## src/rtl/muldiv_unit_if.sv

```systemverilog
// Request/response bundle between an issuing pipeline and the RV32M multiply/divide unit.
interface muldiv_unit_if #(
    parameter int XLEN = 32
);
    logic            start;
    logic [2:0]      funct3;
    logic [XLEN-1:0] rs1_val;
    logic [XLEN-1:0] rs2_val;
    logic [4:0]      rd_in;
    logic            flush;
    logic            busy;
    logic            done;
    logic [XLEN-1:0] result;
    logic [4:0]      wr;
    logic            RegWrite;

    modport master (
        output start, funct3, rs1_val, rs2_val, rd_in, flush,
        input  busy, done, result, wr, RegWrite
    );

    modport slave (
        input  start, funct3, rs1_val, rs2_val, rd_in, flush,
        output busy, done, result, wr, RegWrite
    );
endinterface

```

## src/rtl/muldiv_unit.sv

```systemverilog
// Iterative RV32M multiply/divide unit with a fixed 33-cycle latency from accept to DONE.
//
// state | meaning
// IDLE  | waiting for start; operands latched as magnitudes on accept
// CALC  | 32 shift-add / restoring shift-subtract steps, then sign fix-up into result
// DONE  | one-cycle done pulse; register-file write when rd != 0
module muldiv_unit #(
    parameter int XLEN = 32
) (
    input  logic         clk,
    input  logic         rst_n,
    muldiv_unit_if.slave bus
);
    localparam logic [5:0] ITER = 6'(XLEN);

    typedef enum logic [1:0] {
        IDLE = 2'd0,
        CALC = 2'd1,
        DONE = 2'd2
    } state_t;

    state_t            state, state_nxt;
    logic [2:0]        op;
    logic [4:0]        rd_q;
    logic [5:0]        cnt;
    logic [XLEN-1:0]   acc;
    logic [XLEN-1:0]   lo;
    logic [XLEN-1:0]   b_q;
    logic              neg_q;
    logic              neg_r;
    logic              div_zero;
    logic [XLEN-1:0]   result_q;
    logic [4:0]        wr_q;

    logic              accept;
    logic              a_signed, b_signed, a_neg, b_neg;
    logic [XLEN-1:0]   a_mag, b_mag;
    logic [XLEN-1:0]   step_acc, step_lo;
    logic [XLEN:0]     mul_sum, div_shift, div_diff;
    logic [2*XLEN-1:0] prod, prod_fix;
    logic [XLEN-1:0]   quo_fix, rem_fix, final_val;

    assign accept = (state == IDLE) && bus.start && !bus.flush;

    // Operand signedness and magnitudes: MULHSU has a signed rs1 only, unsigned ops none.
    always_comb begin
        a_signed = bus.funct3[2] ? ~bus.funct3[0] : (bus.funct3[1:0] != 2'b11);
        b_signed = bus.funct3[2] ? ~bus.funct3[0] : ~bus.funct3[1];
        a_neg    = a_signed && bus.rs1_val[XLEN-1];
        b_neg    = b_signed && bus.rs2_val[XLEN-1];
        a_mag    = a_neg ? -bus.rs1_val : bus.rs1_val;
        b_mag    = b_neg ? -bus.rs2_val : bus.rs2_val;
    end

    // One unsigned iteration: divide shifts the dividend out of lo into acc, multiply shifts the product right.
    always_comb begin
        step_acc  = acc;
        step_lo   = lo;
        mul_sum   = '0;
        div_shift = '0;
        div_diff  = '0;
        if (op[2]) begin
            div_shift = {acc, lo[XLEN-1]};
            div_diff  = div_shift - {1'b0, b_q};
            if (div_diff[XLEN]) begin
                step_acc = div_shift[XLEN-1:0];
                step_lo  = {lo[XLEN-2:0], 1'b0};
            end else begin
                step_acc = div_diff[XLEN-1:0];
                step_lo  = {lo[XLEN-2:0], 1'b1};
            end
        end else begin
            mul_sum  = {1'b0, acc} + (lo[0] ? {1'b0, b_q} : '0);
            step_acc = mul_sum[XLEN:1];
            step_lo  = {mul_sum[0], lo[XLEN-1:1]};
        end
    end

    // Sign correction and result selection; divide-by-zero quotient is all ones regardless of sign.
    always_comb begin
        prod      = {acc, lo};
        prod_fix  = neg_q ? -prod : prod;
        quo_fix   = div_zero ? '1 : (neg_q ? -lo : lo);
        rem_fix   = neg_r ? -acc : acc;
        final_val = '0;
        case (op)
            3'b000:                 final_val = prod_fix[XLEN-1:0];
            3'b001, 3'b010, 3'b011: final_val = prod_fix[2*XLEN-1:XLEN];
            3'b100, 3'b101:         final_val = quo_fix;
            default:                final_val = rem_fix;
        endcase
    end

    // State register.
    always_ff @(posedge clk or negedge rst_n) begin
        if (!rst_n) state <= IDLE;
        else        state <= state_nxt;
    end

    // Next-state logic; flush aborts CALC but cannot cancel a DONE already reached.
    always_comb begin
        state_nxt = state;
        case (state)
            IDLE:    if (accept) state_nxt = CALC;
            CALC: begin
                if (bus.flush)         state_nxt = IDLE;
                else if (cnt == ITER)  state_nxt = DONE;
            end
            DONE:    state_nxt = IDLE;
            default: state_nxt = IDLE;
        endcase
    end

    // Status outputs decoded from state.
    always_comb begin
        bus.busy     = (state != IDLE);
        bus.done     = (state == DONE);
        bus.RegWrite = (state == DONE) && (rd_q != 5'd0);
    end

    assign bus.result = result_q;
    assign bus.wr     = wr_q;

    // Operand latch, iteration datapath and held result/wr registers.
    always_ff @(posedge clk or negedge rst_n) begin
        if (!rst_n) begin
            op       <= '0;
            rd_q     <= '0;
            cnt      <= '0;
            acc      <= '0;
            lo       <= '0;
            b_q      <= '0;
            neg_q    <= 1'b0;
            neg_r    <= 1'b0;
            div_zero <= 1'b0;
            result_q <= '0;
            wr_q     <= '0;
        end else if (accept) begin
            op       <= bus.funct3;
            rd_q     <= bus.rd_in;
            cnt      <= '0;
            acc      <= '0;
            lo       <= a_mag;
            b_q      <= b_mag;
            neg_q    <= a_neg ^ b_neg;
            neg_r    <= a_neg;
            div_zero <= (bus.rs2_val == '0);
        end else if (state == CALC && !bus.flush) begin
            if (cnt != ITER) begin
                cnt <= cnt + 6'd1;
                acc <= step_acc;
                lo  <= step_lo;
            end else begin
                result_q <= final_val;
                wr_q     <= rd_q;
            end
        end
    end
endmodule

```

## src/flat_wrapper.sv

```systemverilog
// flat-port wrapper written by rule: the top's interface ports become plain ports
module muldiv_unit_flat 
#(
    parameter int XLEN = 32
)
  (clk, rst_n, bus_start, bus_funct3, bus_rs1_val, bus_rs2_val, bus_rd_in, bus_flush, bus_busy, bus_done, bus_result, bus_wr, bus_RegWrite);
  muldiv_unit_if #(.XLEN(XLEN)) bus_i ();
  input  logic clk;
  input  logic rst_n;
  input wire logic [$bits(bus_i.start)-1:0] bus_start;
  input wire logic [$bits(bus_i.funct3)-1:0] bus_funct3;
  input wire logic [$bits(bus_i.rs1_val)-1:0] bus_rs1_val;
  input wire logic [$bits(bus_i.rs2_val)-1:0] bus_rs2_val;
  input wire logic [$bits(bus_i.rd_in)-1:0] bus_rd_in;
  input wire logic [$bits(bus_i.flush)-1:0] bus_flush;
  output wire logic [$bits(bus_i.busy)-1:0] bus_busy;
  output wire logic [$bits(bus_i.done)-1:0] bus_done;
  output wire logic [$bits(bus_i.result)-1:0] bus_result;
  output wire logic [$bits(bus_i.wr)-1:0] bus_wr;
  output wire logic [$bits(bus_i.RegWrite)-1:0] bus_RegWrite;
  assign bus_i.start = bus_start;
  assign bus_i.funct3 = bus_funct3;
  assign bus_i.rs1_val = bus_rs1_val;
  assign bus_i.rs2_val = bus_rs2_val;
  assign bus_i.rd_in = bus_rd_in;
  assign bus_i.flush = bus_flush;
  assign bus_busy = bus_i.busy;
  assign bus_done = bus_i.done;
  assign bus_result = bus_i.result;
  assign bus_wr = bus_i.wr;
  assign bus_RegWrite = bus_i.RegWrite;
  muldiv_unit #(.XLEN(XLEN)) u_core (.clk(clk), .rst_n(rst_n), .bus(bus_i));
endmodule
```

## config.mk

```make
export PLATFORM = sky130hd
export DESIGN_NAME = muldiv_unit_flat
export DESIGN_NICKNAME = d
export VERILOG_FILES = /design/src/rtl/muldiv_unit_if.sv /design/src/rtl/muldiv_unit.sv /design/src/flat_wrapper.sv
export SDC_FILE = /design/constraint.sdc
export NUM_CORES = 1
export LEC_CHECK = 0
export CAP_MARGIN = 30
export CORE_ASPECT_RATIO = 1.75
export CORE_MARGIN = 2
export CORE_UTILIZATION = 47
export DETAILED_ROUTE_END_ITERATION = 10
export GPL_TIMING_DRIVEN = 0
export PLACE_DENSITY = 0.67
export SETUP_SLACK_MARGIN = 0.5
export SYNTH_ARGS = -nofsm -noshare
export SYNTH_HDL_FRONTEND = slang
export SYNTH_SLANG_ARGS = --single-unit
```

## constraint.sdc

```tcl
create_clock -name clk -period 8.4 [get_ports clk]
set_input_delay 1.68 -clock clk [delete_from_list [all_inputs] [get_ports clk]]
set_output_delay 1.68 -clock clk [all_outputs]
set_load 0.02 [all_outputs]
```

Word-level counts from Yosys, hierarchy flattened

Cells that the tools add are included.

Add/subtract/negate cells: 8
Eq/ne operators: 12
Reductions and logical operators: 19
Mux-type cells: 27
Bitwise logic cells: 5

Operators with widths:

| kind                | number |
|---|---|
| $mux 32             | 15 |
| $neg 32->32         | 4 |
| $pmux 32 s3         | 1 |
| $mux 64             | 1 |
| $neg 64->64         | 1 |
| $add 32x33->33      | 1 |
| $sub 33x32->33      | 1 |
| $logic_not 32->1    | 1 |
| $mux 6              | 3 |
| $add 6x1->6 const B | 1 |
| $eq 3x2->1 const B  | 2 |
| $eq 3x3->1 const B  | 2 |
| $eq 6x6->1 const B  | 1 |
| $logic_and 1x1->1   | 6 |
| $mux 2              | 3 |
| $ne 6x6->1 const B  | 1 |
| $reduce_bool 2->1   | 3 |
| $reduce_bool 5->1   | 1 |
| $not 1->1           | 4 |
| $pmux 2 s2          | 1 |
| $reduce_and 2->1    | 2 |
| $eq 3x1->1 const B  | 1 |
| $logic_not 3->1     | 1 |
| $mux 1              | 3 |
| 11 further kinds    | 11 |

Input port bits: 76
Output and inout port bits: 40
Register bits: 152
Logic and storage cells: 83

Longest topological paths before layout

Gate-level depths: netlist of the first run.

Depth after elaboration: 6
Mapped depth: 15
Gate-level depth less buffers: 13

Least setup slack after synthesis of the first run

No wires, ideal clock.

Kind: input-to-reg
From: in bus_rs2_val[0]
To: reg u_core.b_q[26]
Arrival: 4,176 ps
Slack: 4,090 ps
Data required time: 8,266 ps
Stages: 11
Buffers on the path: 0
Cell sequence: inv_1 -> ha_1 -> or3b_2 -> or4_1 -> nor2b_1 -> nand2_1 -> nor4_1 -> nand2_1 -> o41ai_1 -> xor2_1 -> o21ai_0

Cells in the longest elaborated chain, start to end: 2

RTL lines:

| element              | RTL line           | text |
|---|---|---|
| from (decl)          | flat_wrapper.sv:13 | `input wire logic [$bits(bus_i.rs2_val)-1:0] bus_rs2_val;` |
| $neg 32->32          | muldiv_unit.sv:52  | `b_mag = b_neg ? -bus.rs2_val : bus.rs2_val;` |
| $mux 32              | muldiv_unit.sv:52  |  |
| to (signal assigned) | muldiv_unit.sv:144 | `b_q <= b_mag;` |
| to (decl)            | muldiv_unit.sv:28  | `logic [XLEN-1:0] b_q;` |

Every way passes these cells.
A chain may end at the register's enable or synchronous reset.

Worst setup path in the final report of the first run

Ends and elaborated chain as after synthesis.

==> results of run 1 <==
==> placed cells by master, fill, tap and decap left out, types with 28 or more instances in the layout <==
cell type,synthesis,layout
o221ai_1,30,30
nor3_1,28,28
clkbuf_1,95,96
o31ai_1,28,28
dfrtp_1,152,152
a21o_1,37,37
mux2i_1,53,53
nand3_1,30,30
xnor2_1,90,90
ha_1,70,70
a21oi_1,114,114
xor2_1,99,99
inv_1,64,64
clkdlybuf4s50_1,0,113
nor2_1,123,123
o21ai_0,198,198
nand2_1,228,228
==> per-stage QoR <==
step | setup slack [ns] | area, um2
finish | 3.26 | 16300
global route | 2.91 | 16300
global placement | -0.845 | 15700
CTS | 3.24 | 16300
detailed placement | 2.79 | 15700
floorplan | 4.09 | 14000
==> critical path, stage by stage <==
cell and delay [ns]:
clkdlybuf4s50_1 0.43, inv_1 0.11, ha_1 0.18, or3b_2 0.47, or4_1 0.47, nor2b_1 0.24
nand2_1 0.12, nor4_1 0.73, nand2_1 0.27, o41ai_1 0.43, xor2_1 0.24, o21ai_0 0.10
==> sequential cells by signal, summed over array words and instances (netlist names) <==
name,flops
u_core.cnt,6
u_core.bus.wr,5
u_core.op,3
u_core.neg_q,1
u_core.neg_r,1
u_core.rd_q,5
u_core.state,2
u_core.bus.result,32
u_core.acc,32
u_core.b_q,32
u_core.div_zero,1
u_core.lo,32
==> final cells by class <==
class,instances,area [um2]
Fill cell,2913,13100
Multi-Input combinational cell,1470,9550
Sequential cell,152,3800
Timing Repair Buffer,117,1180
Tap cell,382,478
Clock buffer,19,443
Buffer,113,440
Inverter,66,248
Clock inverter,12,163
==> how the worst max path moves through the flow <==
stage          slack (ns)  depth (start not counted)                                 to           start
2_1_floorplan        4.09                         11         u_core.b_q[26]$_DFFE_PN0P_  bus_rs2_val[0]
3_3_place_gp        -0.84                          1  u_core.bus.result[21]$_DFFE_PN0P_           rst_n
3_5_place_dp         2.79                         12         u_core.b_q[26]$_DFFE_PN0P_  bus_rs2_val[0]
4_1_cts              3.24                         12         u_core.b_q[26]$_DFFE_PN0P_  bus_rs2_val[0]
5_1_grt              2.91                         12         u_core.b_q[26]$_DFFE_PN0P_  bus_rs2_val[0]
6_report             3.26                         12         u_core.b_q[26]$_DFFE_PN0P_  bus_rs2_val[0]
==> kinds of logic (layout without fill, tap and decap cells) <==
kind of cell,count (synthesis),after routing
flops,152,152
simple gates,573,573
mux,62,62
fa+ha+maj,72,72
buf+inv,179,327
compound gates,574,574
xor+xnor,189,189
==> power by group through the flow <==
stage | logic [mW] | registers, mW | clock network, mW
floorplan | 2.32 | 1.05 | 0
global placement | 3.21 | 1.17 | 0
detailed placement | 3.24 | 1.17 | 0
CTS | 3.25 | 1.15 | 0.834
global route | 3.59 | 1.18 | 0.858
finish | 3.32 | 1.17 | 0.828
==> layer usage <==
layer  vias to the layer above  GRT usage [%]
li1                       6813              -
met1                      7133           35.5
met2                       588           65.2
met3                       243           5.03
met4                         0           31.7
met5                         -              0
==> impl_metrics.env, run 1 <==
export IMPL_place_inst=2300
export IMPL_synth_cell_types=76
export IMPL_min_from="u_core.bus.result[14]$_DFFE_PN0P_"
export IMPL_reg2reg_from="u_core.acc[5]$_DFFE_PN0P_"
export IMPL_power_share_switching_pct=50.8
export IMPL_wl_met2_um=28800
export IMPL_violations="DRC"
export IMPL_core_um2=29400
export IMPL_period_share_pct=61.2
export IMPL_min_to="u_core.bus.result[14]$_DFFE_PN0P_"
export IMPL_synth_xor_area_share_pct=11.8
export IMPL_cts_num_sinks=152
export IMPL_port_buffer_count=114
export IMPL_whs_path_depth=2
export IMPL_area_growth_syn_to_layout_pct=16.1
export IMPL_start_kind="primary input"
export IMPL_post_cts_resized=0
export IMPL_r2r_end="u_core.acc[11]$_DFFE_PN0P_"
export IMPL_io_pins=116
export IMPL_pwr_share_clk_pct=15.6
export IMPL_cts_setup_buffers=0
export IMPL_synth_compound_area_share_pct=25.9
export IMPL_wire_per_inst_um=24.2
export IMPL_antenna_found_initial=0
export IMPL_grt_pass1_vias=14800
export IMPL_grt_pass1_wl_um=85100
export IMPL_drc_errors=1
export IMPL_pwr_share_comb_pct=62.5
export IMPL_viasPerCell=6.34
export IMPL_net_switching_power_mw=2.70
export IMPL_cap_violations=0
export IMPL_ys_warn_count=0
export IMPL_r2r_cells=11
export IMPL_grt_overflow_total=0
export IMPL_ys_flop_type="dfrtp_1"
export IMPL_stdcell_count=2331
export IMPL_clock_skew_ns=0.0122
export IMPL_ys_async_sr_fraction_pct=100
export IMPL_syn_inst=1801
export IMPL_fin_hold_ws_ns=0.475
export IMPL_avgSynthCellArea_um2=7.80
export IMPL_drv_slew=0
export IMPL_yosysSeqAreaShare_pct=27.1
export IMPL_vias=14800
export IMPL_r2r_slack_ns=3.85
export IMPL_drt_iter0_drc=1216
export IMPL_status="finished with violations"
export IMPL_finalSetupViolations=0
export IMPL_synth_top_family_by_area="compound AO/OA/AOI/OAI gates"
export IMPL_p_total_mw=5.32
export IMPL_drtAntennaViolNets=0
export IMPL_rows=83
export IMPL_final_util_pct=55.5
export IMPL_drt_wl_total_um=56300
export IMPL_fin_crit_ns=5.14
export IMPL_synth_adder_area_share_pct=6.52
export IMPL_p_int_mw=2.62
export IMPL_synth_edff_count=0
export IMPL_tritoncts="done"
export IMPL_initial_utilization_pct=47.8
export IMPL_worstSkewPairLatency_ns=0.46
export IMPL_yosys_cell_count_top_type="nand2_1"
export IMPL_numCtsBuffers=17
export IMPL_dp_hpwl_um=45100
export IMPL_tightest_slew_ns=1.06
export IMPL_power_leakage_nw=6.82
export IMPL_path_clk_slew_ns=0.07
export IMPL_crit_fanout=5
export IMPL_slew_headroom_pct=28.9
export IMPL_cp_required_ns=8.73
export IMPL_cts_buffer_depth=2
export IMPL_power_density_nw_per_um2=326
export IMPL_hold_path_class="reg2reg"
export IMPL_track_usage_pct=36.2
export IMPL_synth_area_top_cells="dfrtp_1, o21ai_0, ha_1, xor2_1, nand2_1"
export IMPL_rsz0062_at_grt="no"
export IMPL_grt_max_degree=84
export IMPL_firstDrtPassIters=8
export IMPL_met3WireLength_um=2490
export IMPL_layout_drive_gt1_share_pct=3.69
export IMPL_highest_layer="met4"
export IMPL_endpoint_kind="register"
export IMPL_cts_hold_buf=0
export IMPL_wl_met1_um=19300
export IMPL_ir_drop_v=0.000249
export IMPL_dieArea_um2=31300
export IMPL_synth_simple_area_share_pct=19.3
export IMPL_fp_dieH_um=233
export IMPL_yosys_top_cells_count="nand2_1, o21ai_0, dfrtp_1, nor2_1, a21oi_1"
export IMPL_yosysTopAreaCell="dfrtp_1"
export IMPL_syn_area_um2=14000
export IMPL_cp_arrival_ns=5.47
export IMPL_crit_type="in2reg"
export IMPL_finalNetCount=2085
export IMPL_power_share_sequential_pct=21.9
export IMPL_fmax_ghz=0.194
export IMPL_synthMuxAreaShare_pct=4.50
export IMPL_synth_seq_cells=152
export IMPL_htreeDepth=4
export IMPL_hold_violations=0
export IMPL_synth_fp_nets=1949
export IMPL_die_w_um=135
export IMPL_cts_root_buffer_cell="clkbuf_16"
export IMPL_setup_tns_ns=0
export IMPL_place_congestion=1.02
export IMPL_n_antenna_cell=0
export IMPL_yosysTopAreaCellShare_pct=27.1
Note: power is estimated with default switching activity, not from simulation.
==> run 2, diff against run 1 <==
==> constraint.sdc (replaced) <==
create_clock -name clk -period 5.3 [get_ports clk]
set_input_delay 1.06 -clock clk [delete_from_list [all_inputs] [get_ports clk]]
set_output_delay 1.06 -clock clk [all_outputs]
set_load 0.02 [all_outputs]
==> run 2 against run 1 <==
The run now ends clean. Worst setup slack lost 2.5 ns. Hold slack is essentially flat. Critical path depth shrank 1. Clock skew is essentially flat. Combinational power grew 59%. Cell count is the same. Sequential share of layout area is essentially flat. Register-to-register slack lost 3.1 ns. Total power grew 59%. Non-clock buffer count is the same. Sequential cell count is the same. Sequential power grew 58%. Largest power group unchanged. Highest routed layer unchanged.
==> impl_metrics.env, run 2 (synthesis results as in run 1) <==
export IMPL_status="completed"
export IMPL_hold_violations=0
export IMPL_dieArea_um2=31300
export IMPL_path_cells="ha_1 > and4_1 > a41o_1 > a21oi_1 > a21oi_1 > o21ba_2 > nor3_1 > buf_2 > buf_2 > nand2_1 > o21a_1"
export IMPL_fill_cells=2912
export IMPL_place_area_um2=15700
export IMPL_hold_path_class="reg2reg"
export IMPL_area_growth_syn_to_layout_pct=16.2
export IMPL_initial_utilization_pct=47.8
export IMPL_viasPerCell=6.33
export IMPL_final_area_um2=16300
export IMPL_drv_slew=0
export IMPL_fin_crit_ns=4.52
export IMPL_firstDrtPassIters=7
export IMPL_cap_violations=0
export IMPL_place_congestion=1.02
export IMPL_tightest_slew_ns=1.05
export IMPL_rsz0062_at_grt="no"
export IMPL_power_leakage_nw=6.83
export IMPL_drtAntennaViolNets=0
export IMPL_drt_iter0_drc=1212
export IMPL_drc_errors=0
export IMPL_min_from="u_core.bus.result[14]$_DFFE_PN0P_"
export IMPL_critPathLaunch="u_core.acc[5]$_DFFE_PN0P_"
export IMPL_slew_headroom_pct=29.1
export IMPL_path_clk_slew_ns=0.07
export IMPL_crit_fanout=10
export IMPL_htreeDepth=4
export IMPL_cp_arrival_ns=4.87
export IMPL_numCtsBuffers=17
export IMPL_worst_path_buf_inv=2
export IMPL_tritoncts="done"
export IMPL_dp_hpwl_um=45100
export IMPL_n_antenna_cell=0
export IMPL_cts_setup_buffers=0
export IMPL_mostFrequentLayoutCell="nand2_1"
export IMPL_start_kind="register"
export IMPL_vias=14800
export IMPL_endpoint_kind="register"
export IMPL_fp_dieH_um=233
export IMPL_critical_path_max_stage_delay_ns=0.68
export IMPL_core_um2=29400
export IMPL_antenna_found_initial=0
export IMPL_clock_skew_ns=0.0124
export IMPL_cp_required_ns=5.65
export IMPL_period_share_pct=85.3
export IMPL_power_density_nw_per_um2=517
export IMPL_gr_max_usage_layer="met2"
export IMPL_seqCellArea_um2=3800
export IMPL_crit_type="reg2reg"
export IMPL_grtUsageMet1_pct=35.5
export IMPL_fmax_ghz=0.221
export IMPL_cts_hold_buf=0
export IMPL_track_usage_pct=36.2
export IMPL_met2_usage_pct=65.2
export IMPL_multi_input_area_um2=9560
export IMPL_ir_drop_v=0.000402
export IMPL_path_delay_family="compound AO/OA/AOI/OAI gates"
export IMPL_grt_pass1_wl_um=85100
export IMPL_critPathSlowestCell="dfrtp_1"
export IMPL_grt_pass1_vias=14800
export IMPL_rows=83
export IMPL_io_pins=116
export IMPL_fin_hold_ws_ns=0.475
export IMPL_cts_root_buffer_cell="clkbuf_16"
export IMPL_grt_overflow_total=0
export IMPL_finalSetupViolations=0
export IMPL_finalNetCount=2085
export IMPL_grt_max_degree=84
export IMPL_final_cell_mix="nand2_1, o21ai_0, dfrtp_1"
export IMPL_grtUsageMet3_pct=5.03
export IMPL_layout_drive_gt1_share_pct=3.80
export IMPL_reg2reg_from="u_core.acc[5]$_DFFE_PN0P_"
export IMPL_wire_per_inst_um=24.1
export IMPL_port_buffer_count=114
export IMPL_cts_num_sinks=152
export IMPL_die_w_um=135
export IMPL_setup_tns_ns=0
export IMPL_drt_wl_total_um=56300
export IMPL_worstSkewPairLatency_ns=0.46
export IMPL_cts_buffer_depth=2
-- run 2: cell types whose count changed in the layout (fill, tap and decap cells not counted) --
cell,previous run,this run
nor4_2,0,1
nor4_1,22,21
clkbuf_2,0,1
clkbuf_1,96,95
-- run 2: repair_timing --
item / 4_1_cts / 5_1_grt
gates resized for setup: 0 / 3
endpoints found under the setup margin: 0 / 2
endpoints found under the hold margin: 0 / 0
-- run 2: per-layer routing --
metal / routed length, um / vias to the layer above / part of all wire, %
met5: 0 / - / 0
met4: 5600 / 0 / 10
met3: 2280 / 244 / 4.1
met2: 28800 / 558 / 51
met1: 19500 / 7154 / 35
li1: - / 6802 / -
-- run 2: final cells by class --
type                            count  area share [%]
Buffer                            113            2.71
Clock buffer                       19            2.71
Clock inverter                     12           0.997
Inverter                           66            1.52
Multi-Input combinational cell   1470            58.6
Sequential cell                   152            23.3
Tap cell                          382            2.93
Timing Repair Buffer              117            7.25
-- run 2: worst reg2reg max path, delay by kind of cell, from the launching register on --
kind,cells,cell delay [ns]
AO/OA/AOI/OAI,5,1.44
AND/OR/NAND/NOR,3,1.12
adder cells (fa/ha/maj),1,0.39
flip-flops,1,0.68
buffers and inverters,2,0.80
-- run 2: metrics by stage --
step | setup WS (ns) | cells | utilization [%] | total power [mW]
2_1_floorplan | 1.61 | 1801 | - | 5.34
3_3_place_gp | -3.32 | 2297 | 53.3 | 6.93
3_5_place_dp | 0.309 | 2300 | 53.4 | 6.98
5_1_grt | 0.616 | 2331 | 55.5 | 8.91
6_report | 0.778 | 2331 | 55.5 | 8.43
4_1_cts | 0.759 | 2331 | 55.5 | 8.31
-- run 2: where the power goes --
group          internal (mW)  leakage (nW)  total (mW)  switching, mW
registers               1.41          1.96        1.85          0.433
logic                   1.97          4.57        5.27           3.30
clock network          0.758         0.292        1.31          0.557
total                   4.15          6.83        8.43           4.29
-- run 2: path summary, 6_finish.rpt --
| check | slack, ns | depth (start not counted) | to |
|---|---|---|---|
| min | 0.47 | 2 | u_core.bus.result[14]$_DFFE_PN0P_ |
| max reg2reg | 0.78 | 11 | u_core.acc[24]$_DFFE_PN0P_ |
| max | 0.78 | 11 | u_core.acc[24]$_DFFE_PN0P_ |
| min in group asynchronous | 0.56 | 1 | u_core.b_q[13]$_DFFE_PN0P_ |
| max in group asynchronous | 3.87 | 2 | u_core.bus.result[29]$_DFFE_PN0P_ |
| min reg2reg | 0.47 | 2 | u_core.bus.result[14]$_DFFE_PN0P_ |
